`config.mk`:
```
export PLATFORM = sky130hd
export DESIGN_NAME = serial_frame_rx_flat
export DESIGN_NICKNAME = d
export VERILOG_FILES = /design/src/rtl/serial_frame_rx_if.sv /design/src/rtl/serial_frame_rx.sv /design/src/flat_wrapper.sv
export SDC_FILE = /design/constraint.sdc
export NUM_CORES = 1
export LEC_CHECK = 0
export ABC_AREA = 1
export ABC_CLOCK_PERIOD_IN_PS = 1690
export CAP_MARGIN = 20
export CORE_AREA = 3 3 71 66
export CTS_BUF_LIST = sky130_fd_sc_hd__clkbuf_8
export CTS_CLUSTER_DIAMETER = 60
export CTS_CLUSTER_SIZE = 40
export DETAILED_ROUTE_END_ITERATION = 10
export DIE_AREA = 0 0 74 69
export PLACE_DENSITY_LB_ADDON = 0.1
export RECOVER_POWER = 25
export SETUP_SLACK_MARGIN = 0.02
export SLEW_MARGIN = 25
export SYNTH_ARGS = -nofsm -noshare
export SYNTH_HDL_FRONTEND = slang
export SYNTH_SLANG_ARGS = --single-unit
```
`constraint.sdc`:
```
create_clock -name clock -period 1.69 [get_ports clock]
set_clock_uncertainty 0.1 [all_clocks]
set_input_delay 0.507 -clock clock [delete_from_list [all_inputs] [get_ports clock]]
set_output_delay 0.507 -clock clock [all_outputs]
set_load 0.05 [all_outputs]
```
`src/rtl/serial_frame_rx_if.sv`:
```
// Bit-stream input and parallel-word output bundle for serial_frame_rx.
// master drives the stream and consumes the word; slave is the receiver.
interface serial_frame_rx_if #(
  parameter int DATA_WIDTH = 8
);
  logic                  din;
  logic                  bit_en;
  logic [DATA_WIDTH-1:0] data_out;
  logic                  data_valid;
  logic                  parity_err;
  logic                  busy;
  logic [7:0]            frame_count;

  modport master (
    output din, bit_en,
    input  data_out, data_valid, parity_err, busy, frame_count
  );

  modport slave (
    input  din, bit_en,
    output data_out, data_valid, parity_err, busy, frame_count
  );
endinterface

```
`src/rtl/serial_frame_rx.sv`:
```
// Serial frame receiver: hunts for a sync word, shifts in an MSB-first data word
// plus one parity bit, and presents good words with a one-cycle valid pulse.
//
//   state  | meaning
//   HUNT   | sliding-window search for SYNC_PATTERN
//   DATA   | shifting in DATA_WIDTH data bits
//   PARITY | waiting for the parity bit, then accept or reject the word
module serial_frame_rx #(
  parameter int                    DATA_WIDTH   = 8,
  parameter int                    SYNC_WIDTH   = 4,
  parameter logic [SYNC_WIDTH-1:0] SYNC_PATTERN = 4'b1011,
  parameter bit                    PARITY_ODD   = 1'b0
) (
  input logic              clock,
  input logic              clear,
  serial_frame_rx_if.slave bus
);

  localparam int CNT_W = $clog2(DATA_WIDTH);

  typedef enum logic [1:0] {HUNT, DATA, PARITY} state_t;

  state_t                state_q, state_d;
  logic [SYNC_WIDTH-1:0] sync_q, sync_d;
  logic [DATA_WIDTH-1:0] data_q, data_d;
  logic [CNT_W-1:0]      cnt_q, cnt_d;
  logic [DATA_WIDTH-1:0] dout_q, dout_d;
  logic                  valid_q, valid_d;
  logic                  perr_q, perr_d;
  logic                  busy_q, busy_d;
  logic [7:0]            fcnt_q, fcnt_d;

  logic [SYNC_WIDTH-1:0] sync_shift;
  logic [DATA_WIDTH-1:0] data_shift;
  logic                  parity_exp;

  assign sync_shift = {sync_q[SYNC_WIDTH-2:0], bus.din};
  assign data_shift = {data_q[DATA_WIDTH-2:0], bus.din};
  assign parity_exp = (^data_q) ^ PARITY_ODD;

  always_ff @(posedge clock or negedge clear) begin
    if (!clear) begin
      state_q <= HUNT;
      sync_q  <= '0;
      data_q  <= '0;
      cnt_q   <= '0;
      dout_q  <= '0;
      valid_q <= 1'b0;
      perr_q  <= 1'b0;
      busy_q  <= 1'b0;
      fcnt_q  <= 8'd0;
    end else begin
      state_q <= state_d;
      sync_q  <= sync_d;
      data_q  <= data_d;
      cnt_q   <= cnt_d;
      dout_q  <= dout_d;
      valid_q <= valid_d;
      perr_q  <= perr_d;
      busy_q  <= busy_d;
      fcnt_q  <= fcnt_d;
    end
  end

  always_comb begin
    state_d = state_q;
    sync_d  = sync_q;
    data_d  = data_q;
    cnt_d   = cnt_q;
    dout_d  = dout_q;
    valid_d = 1'b0;
    perr_d  = 1'b0;
    fcnt_d  = fcnt_q;
    if (bus.bit_en) begin
      unique case (state_q)
        HUNT: begin
          sync_d = sync_shift;
          if (sync_shift == SYNC_PATTERN) begin
            state_d = DATA;
            cnt_d   = '0;
          end
        end
        DATA: begin
          data_d = data_shift;
          cnt_d  = cnt_q + 1'b1;
          if (cnt_q == CNT_W'(DATA_WIDTH - 1)) state_d = PARITY;
        end
        PARITY: begin
          if (bus.din == parity_exp) begin
            dout_d  = data_q;
            valid_d = 1'b1;
            fcnt_d  = fcnt_q + 8'd1;
          end else begin
            perr_d = 1'b1;
          end
          // Clearing the window prevents frame tail bits from seeding the next sync.
          state_d = HUNT;
          sync_d  = '0;
        end
        default: state_d = HUNT;
      endcase
    end
    busy_d = (state_d != HUNT);
  end

  assign bus.data_out    = dout_q;
  assign bus.data_valid  = valid_q;
  assign bus.parity_err  = perr_q;
  assign bus.busy        = busy_q;
  assign bus.frame_count = fcnt_q;

endmodule

```
`src/flat_wrapper.sv`:
```
// flat-port wrapper written by rule: the top's interface ports become plain ports
module serial_frame_rx_flat 
#(
  parameter int                    DATA_WIDTH   = 8,
  parameter int                    SYNC_WIDTH   = 4,
  parameter logic [SYNC_WIDTH-1:0] SYNC_PATTERN = 4'b1011,
  parameter bit                    PARITY_ODD   = 1'b0
)
  (clock, clear, bus_din, bus_bit_en, bus_data_out, bus_data_valid, bus_parity_err, bus_busy, bus_frame_count);
  serial_frame_rx_if #(.DATA_WIDTH(DATA_WIDTH)) bus_i ();
  input logic clock;
  input logic clear;
  input wire logic [$bits(bus_i.din)-1:0] bus_din;
  input wire logic [$bits(bus_i.bit_en)-1:0] bus_bit_en;
  output wire logic [$bits(bus_i.data_out)-1:0] bus_data_out;
  output wire logic [$bits(bus_i.data_valid)-1:0] bus_data_valid;
  output wire logic [$bits(bus_i.parity_err)-1:0] bus_parity_err;
  output wire logic [$bits(bus_i.busy)-1:0] bus_busy;
  output wire logic [$bits(bus_i.frame_count)-1:0] bus_frame_count;
  assign bus_i.din = bus_din;
  assign bus_i.bit_en = bus_bit_en;
  assign bus_data_out = bus_i.data_out;
  assign bus_data_valid = bus_i.data_valid;
  assign bus_parity_err = bus_i.parity_err;
  assign bus_busy = bus_i.busy;
  assign bus_frame_count = bus_i.frame_count;
  serial_frame_rx #(.DATA_WIDTH(DATA_WIDTH), .SYNC_WIDTH(SYNC_WIDTH), .SYNC_PATTERN(SYNC_PATTERN), .PARITY_ODD(PARITY_ODD)) u_core (.clock(clock), .clear(clear), .bus(bus_i));
endmodule
```
Word-level counts from Yosys, hierarchy flattened

Index checks and enable logic that the tools add are counted.

Flip-flop bits (word level): 35
Input port bits: 4
Logic and storage cells: 39

Add/subtract/negate cells: 2
Equal/unequal tests: 6
Multiplexer cells: 13
Reductions and logical operators: 9

Operator list:

| cell                  | count |
|---|---|
| $pmux W3 S2           | 2 |
| $add A8 B1 Y8 const B | 1 |
| $reduce_xor A8 Y1     | 1 |
| $mux W1               | 6 |
| $mux W2               | 3 |
| $reduce_and A3 Y1     | 2 |
| $reduce_bool A2 Y1    | 3 |
| $eq A4 B4 Y1 const B  | 1 |
| $pmux W2 S2           | 1 |
| $reduce_and A2 Y1     | 2 |
| $add A3 B1 Y3 const B | 1 |
| $eq A3 B3 Y1 const B  | 1 |
| $mux W3               | 1 |
| $eq A2 B1 Y1 const B  | 1 |
| $eq A2 B2 Y1 const B  | 1 |
| $logic_not A2 Y1      | 1 |
| $ne A2 B1 Y1 const B  | 1 |
| $eq A1 B1 Y1          | 1 |

Depth between registers and ports, before layout

Word-level depth: 5
Mapped depth: 11
Mapped depth without buffers: 10

Worst setup path after synthesis

No wires, ideal clock.

Path type: register -> register
From: register u_core.fcnt_q[2] (netlist: u_core.bus.frame_count[2])
To: register u_core.fcnt_q[5] (netlist: u_core.bus.frame_count[5])
Setup time: 0.119 ns
Arrival: 1.344 ns
Slack: 0.127 ns
Cell stages (with the launch flop): 7
Path buffers: 0
Period minus slack after synthesis: 1.563 ns
Cells stage by stage: dfrtp_1 -> nand3_1 -> inv_1 -> nand3_1 -> xor2_1 -> nand3_1 -> nand2_1

Word-level cells in the longest chain between the ends: 1

RTL lines:

| what                   | line                  | RTL |
|---|---|---|
| start, declared        | serial_frame_rx.sv:31 | `logic [7:0] fcnt_q, fcnt_d;` |
| start signal, assigned | serial_frame_rx.sv:61 | `fcnt_q <= fcnt_d;` |
| $add A8 B1 Y8          | serial_frame_rx.sv:92 | `fcnt_d = fcnt_q + 8'd1;` |

No other way between the ends.
A chain may end at the register's enable or synchronous reset.

Worst setup path after layout

From: input port bus_bit_en
To: register u_core.busy_q (netlist: u_core.bus.busy)

Word-level cells in the longest chain between the ends: 2

RTL lines:

| what                 | line                   | RTL |
|---|---|---|
| start, declared      | flat_wrapper.sv:14     | `input wire logic [$bits(bus_i.bit_en)-1:0] bus_bit_en;` |
| $mux W2              | serial_frame_rx.sv:74  | `if (bus.bit_en) begin` |
| $reduce_bool A2 Y1   | serial_frame_rx.sv:103 | `busy_d = (state_d != HUNT);` |
| via u_core.busy_d    | serial_frame_rx.sv:30  | `logic busy_q, busy_d;` |
| end signal, assigned | serial_frame_rx.sv:60  | `busy_q <= busy_d;` |
| end, declared        | serial_frame_rx.sv:30  |  |

The timed path passes the listed nets, and every way through them passes these cells.

==> flow_metrics.env <==
export IMPL_status="complete, no violations"
export IMPL_relSlewSlack=0.798
export IMPL_dp_cells=289
export IMPL_cts_max_level=2
export IMPL_min_path_cells=1
export IMPL_drv_slew=0
export IMPL_critical_path_class="input pin to flop"
export IMPL_synth_xor_area_frac=0.0295
export IMPL_totalWireLength_microns=3390
export IMPL_pwr_share_seq=0.375
export IMPL_start_kind="input pin"
export IMPL_synth_warnings=0
export IMPL_ctsHoldBuffers=0
export IMPL_finalInstanceArea_sq_um=2480
export IMPL_synthMuxAreaShare=0
export IMPL_rsz0062_at_grt="true"
export IMPL_period_needed_ps=1600
export IMPL_die_height_microns=69
export IMPL_crit_path_max_fanout=4
export IMPL_final_nets=260
export IMPL_grt_first_pass_wirelength_microns=6180
export IMPL_synth_compound_gate_area_share=0.0583
export IMPL_wl_per_cell_microns=11.2
export IMPL_final_cells=302
export IMPL_antenna_found_initial=0
export IMPL_drt_first_pass_iters=4
export IMPL_r2r_start="u_core.data_q[0]"
export IMPL_p_int_w=0.00196
export IMPL_syn2layout_area_growth_pct=39.1
export IMPL_vias=1444
export IMPL_overflow=0
export IMPL_diodes=0
export IMPL_ios=23
export IMPL_cts_sinks=35
export IMPL_start_util=0.440
export IMPL_reg2reg_depth=11
export IMPL_synth_top_family_by_area="simple AND/OR/NAND/NOR gates"
export IMPL_min_path_type="flop to flop"
export IMPL_avgSynthCellArea_sq_um=8.36
export IMPL_hold_viol=0
export IMPL_dieArea_sq_um=5110
export IMPL_syn_area_sq_um=1780
export IMPL_fin_crit_sh=0.949
export IMPL_powerDensity_nw_per_um2=1370
export IMPL_ys_ff_latch=35
export IMPL_fp_row_count=22
export IMPL_final_util=0.612
export IMPL_min_to="u_core.cnt_q[0]"
export IMPL_syn_nets=220
export IMPL_yosys_area_share_simple=0.326
export IMPL_track_usage=0.152
export IMPL_dr_first_iter_drc_count=98
export IMPL_synth_cell_types=25
export IMPL_rrSetupSlack_ps=150
export IMPL_grt_max_degree=36
export IMPL_p_sw_w=0.00143
export IMPL_antenna_left=0
export IMPL_worst_setup_path_end_kind="flop"
export IMPL_clkLatencyLatePin_ps=280
export IMPL_grt_pass1_vias=1382
export IMPL_gp_congestion=0.773
export IMPL_cts_clk_slew_worst_paths_ps=60
export IMPL_cap_violations=0
export IMPL_worstHoldStart="u_core.cnt_q[0]"
export IMPL_tightestPinTransition_ps=303
export IMPL_combPwrFrac=0.460
export IMPL_swShare=0.422
export IMPL_fmax_mhz=623
export IMPL_drcViolationCount=0
export IMPL_placed_area_sq_um=2310
export IMPL_dp_hpwl_microns=2410
export IMPL_required_ps=1740
export IMPL_syn_inst=213
export IMPL_worst_hold_slack_ps=397
export IMPL_irDropWorstVdd_mv=0.929
export IMPL_numCtsBuffers=5
export IMPL_clock_power_share=0.165
export IMPL_clockBufferDepth=2
export IMPL_r2r_end="u_core.bus.frame_count[3]"
export IMPL_cts_tree="yes"
export IMPL_arrival_ps=1660
export IMPL_synthAdderAreaFrac=0.0211
export IMPL_core_sq_um=4050
export IMPL_setup_violations_final=0
export IMPL_place_port_buffers=22
export IMPL_viasPerCell=4.78
export IMPL_ys_seq_area_frac=0.492
export IMPL_cts_root_buf="clkbuf_8"
export IMPL_power_leakage_nw=1.24
export IMPL_drive_gt1_frac=0.335
export IMPL_die_x_microns=74
[timing repair]
item                       CTS  global route
pin swaps                    1             1
setup buffers                2             3
cloned                       0             0
gates resized for setup      1            14
setup endpoints to repair    9            17
[critical path, stage by stage]
cell             delay [ps]
clkdlybuf4s50_1         430
inv_2                   100
nor3_1                   50
buf_4                   140
a21oi_2                 170
o21bai_1                160
nand3b_1                 90
[layout by cell type (no fill, tap or decap)]
cell type	instances
a21oi_2	1
a22o_1	2
buf_12	21
buf_4	12
buf_6	2
clkbuf_8	5
clkdlybuf4s50_1	2
clkinv_2	1
dfrtp_1	31
dfrtp_2	4
dlygate4sd3_1	1
ha_1	3
inv_1	16
inv_2	10
nand2_1	67
nand2_2	19
nand2_4	1
nand3_1	21
nand3_2	4
nand3_4	1
nand3b_1	1
nor2_1	2
nor2_2	2
nor2_4	1
nor3_1	3
o21ai_0	11
o21bai_1	1
o22ai_1	2
o22ai_2	1
xnor2_1	2
xor2_1	4
[flip-flops by register name, indices dropped and copies added, names as in the netlist]
signal	cells
u_core.bus.data_out	8
u_core.bus.data_valid	1
u_core.cnt_q	3
u_core.bus.frame_count	8
u_core.bus.busy	1
u_core.state_q	2
u_core.bus.parity_err	1
u_core.sync_q	3
u_core.data_q	8
[per-stage QoR]
step	total power (W)	setup TNS (ps)	worst slack [ps]
global placement	0.00274	-6120	-278
finish	0.00338	0	85.5
floorplan	0.00232	0	127
global route	0.00368	0	12.9
CTS	0.00333	0	90.7
detailed placement	0.00276	-6410	-304
[logic make-up after synthesis]
logic type,count (synthesis)
and+or+nand+nor,122
DFF,35
adders and majority gates,3
buffers and inverters,29
xor gates and xnor gates,6
AOI/OAI and AO/OA,18
[area by class of cell]
class                      instances  area, sq um
fill                             344         1570
inverter                          24         90.1
timing repair buffer              38          563
multi-input combinational        149          802
clock buffer                       5         68.8
tap                               48         60.1
sequential                        35          881
clock inverter                     3         12.5
[Yosys cell counts, drive strengths merged]
library cell	instances	area (sq um)
nand3	26	163
inv	24	90.1
a22o	2	17.5
xor2	4	35.0
o21bai	1	7.51
nand2	87	374
dfrtp	35	876
xnor2	2	17.5
buf	4	36.3
nor3	3	15.0
nand3b	1	7.51
o21ai	11	55.1
nor2	5	21.3
o22ai	3	18.8
clkbuf	1	3.75
ha	3	37.5
a21oi	1	5.00
[how the worst max path moves through the flow]
stage	start	endpoint	slack, ps
after global placement	bus_bit_en	u_core.bus.data_out[2]	-280
after detailed placement	bus_bit_en	u_core.bus.frame_count[3]	-300
after floorplan	u_core.bus.frame_count[2]	u_core.bus.frame_count[5]	130
after global routing	bus_bit_en	u_core.bus.busy	10
after CTS	bus_bit_en	u_core.bus.frame_count[3]	90
final	bus_bit_en	u_core.bus.busy	90
[per-layer routing]
metal	GRT usage	vias to the layer above	part of all wire
met5	0	-	0
li1	-	752	-
met4	0.0423	0	0.0056
met1	0.218	672	0.49
met3	0.0350	2	0.036
met2	0.228	18	0.46
[power groups by stage]
stage	registers [W]	clock network, W	logic [W]
floorplan	0.00135	0	0.000971
CTS	0.00126	0.000582	0.00149
detailed placement	0.00127	0	0.00148
global placement	0.00127	0	0.00147
global route	0.00131	0.000615	0.00176
finish	0.00127	0.000558	0.00156
No activity file was read; power rests on OpenSTA's default activity.
==> edit 1: new RTL, same settings <==
`PARITY_ODD` is set to 1'b0 in 2 places; all go to 1'b1.
--- a/src/rtl/serial_frame_rx.sv
+++ b/src/rtl/serial_frame_rx.sv
@@ -9,7 +9,7 @@
   parameter int                    DATA_WIDTH   = 8,
   parameter int                    SYNC_WIDTH   = 4,
   parameter logic [SYNC_WIDTH-1:0] SYNC_PATTERN = 4'b1011,
-  parameter bit                    PARITY_ODD   = 1'b0
+  parameter bit                    PARITY_ODD   = 1'b1
 ) (
   input logic              clock,
   input logic              clear,
--- a/src/flat_wrapper.sv
+++ b/src/flat_wrapper.sv
@@ -4,7 +4,7 @@
   parameter int                    DATA_WIDTH   = 8,
   parameter int                    SYNC_WIDTH   = 4,
   parameter logic [SYNC_WIDTH-1:0] SYNC_PATTERN = 4'b1011,
-  parameter bit                    PARITY_ODD   = 1'b0
+  parameter bit                    PARITY_ODD   = 1'b1
 )
   (clock, clear, bus_din, bus_bit_en, bus_data_out, bus_data_valid, bus_parity_err, bus_busy, bus_frame_count);
   serial_frame_rx_if #(.DATA_WIDTH(DATA_WIDTH)) bus_i ();
Formal check against the unedited RTL: same outputs for any inputs over 10 cycles, from zero or initial values; that may be too few to reach the edited logic, so the function may still have changed.
==> edit 1 against the unedited design <==
Synthesized area decreased by 0.21%. Worst setup slack gained 0.050 ns. Die area unchanged. Final area grew 0.15%. Routed wire length rose by 6.3%. Sequential cell count did not move. Total power down 1.3%. Critical path type is now reg2out. Highest routed layer unchanged.
==> edit 1: results (changes against the unedited design) <==
Drt
  • Wire length on met3: 137 um (+11%)
  • Via density: 4.86 (+1.6%)
  • DRT Pass-1 Iters: 4 (unchanged)
  • Routed length on met2: 1.67 mm (+6.0%)
  • Routed WL per cell: 12.0 um (+7.0%)

Placed design
  • Final HPWL DP: 2.39 mm (-0.87%)
  • Area post-placement: 0.00228 mm2 (-1.2%)
  • Place WS: -0.341 ns (-0.0374 ns)
  • Placed Cells: 286 (-1.0%)
  • Routability congestion estimate: 0.794 (+2.7%)

Critical path
  • Worst path max stage delay: 0.49 ns (+0.06 ns)
  • Reg2reg setup slack: 0.15 ns (about the same)
  • CP max stage cell: dfrtp_1
  • Worst EP arrival: 0.95 ns (-0.71 ns)
  • Kind of cell adding the most delay to the critical path: flip-flops

Yosys
  • Syn nets: 219 (-0.45%)
  • Post-synthesis sequential area ratio: 0.493 (+0.00104)
  • Area contributors post-synth: dfrtp_1 (49%), nand2_1 (16%), nand3_1 (4.5%)
  • Synth Area in XOR/XNOR: 0.0296 (+0.0000624)
  • Adder and majority cell fraction of the synthesized area: 0.0211 (+0.0000445)
  • Compound-Gate Fraction of Synth Area: 0.0585 (+0.000123)
  • Commonest cells post-synth: nand2_1 (77), dfrtp_1 (35), inv_1 (18)
  • Post-Synthesis Cells: 212 (-0.47%)
  • Netlist cell types: 28 (+12%)

Run status
  • Status: finished, final reports clean

Global route
  • Routing usage on met2: 0.241 (+0.0128)
  • Vias in the first global route: 1434 (+3.8%)
  • Met3 usage: 0.0423 (+0.00729)
  • Total track usage: 0.157 (+0.00488)
  • Met1 Usage GRT: 0.217 (-0.00125)
  • First-pass GRT wire length: 6.38 mm (+3.2%)

Power and ir drop
  • PwrDens: 1350 mW/mm2 (-1.4%)
  • Peak VDD IR: 0.000809 V (-13%)
  • Pleak: 1.28 nW (+3.2%)

Timing
  • Final hold slack: 0.409 ns (+0.0120 ns)
  • Headroom to the max-slew limit: 0.423 (-0.374)
  • Fin crit share: 0.920 (-0.0294)

Final layout
  • Layout Cells excl Fill: 300 (-0.66%)
  • Share of cells above drive strength 1: 0.321 (-0.0132)
edit 1: cell types whose count changed after synthesis, moves of 2 or more:
| cell | before | now |
|---|---|---|
| nand2_1 | 70 | 77 |
| inv_2 | 9 | 3 |
| nand3_1 | 21 | 16 |
| nand2_2 | 16 | 12 |
| inv_1 | 15 | 18 |
| nor2_1 | 4 | 7 |
| nand4_1 | 0 | 2 |
| o21ai_0 | 11 | 9 |
| o22ai_1 | 3 | 1 |
| o32ai_1 | 0 | 2 |
edit 1: cell families after synthesis:
group                      after synthesis
DFF                                     35
and+or+nand+nor                        124
adders and majority gates                3
buffers and inverters                   27
AOI/OAI and AO/OA                       17
xor gates and xnor gates                 6
edit 1: report_power, final:
part | switching [mW] | internal, mW
clock | 0.271 | 0.268
sequential | 0.209 | 1.04
combinational | 0.922 | 0.632
total | 1.40 | 1.94
edit 1: worst paths after layout:
kind | to | cells after the start | startpoint
worst min register to register | u_core.cnt_q[0] | 1 | u_core.cnt_q[0]
min in group asynchronous | u_core.state_q[0] | 2 | clear
max in group asynchronous | u_core.data_q[0] | 2 | clear
worst min-delay path | u_core.cnt_q[0] | 1 | u_core.cnt_q[0]
worst max register to register | u_core.bus.frame_count[2] | 11 | u_core.data_q[5]
worst max-delay path | bus_frame_count[5] | 1 | u_core.bus.frame_count[5]
edit 1: final cells by class:
| type | count | share of cell area |
|---|---|---|
| timing repair buffer | 39 | 0.231 |
| clock buffer | 5 | 0.0277 |
| inverter | 22 | 0.0333 |
| sequential | 35 | 0.355 |
| clock inverter | 1 | 0.00151 |
| tap | 48 | 0.0242 |
| multi-input combinational | 150 | 0.328 |
edit 1: what timing repair did:
item	CTS	global route
pin swaps	1	7
buffers inserted	3	5
endpoints found under the setup margin	18	30
hold buffers	0	0
resized for setup	1	23
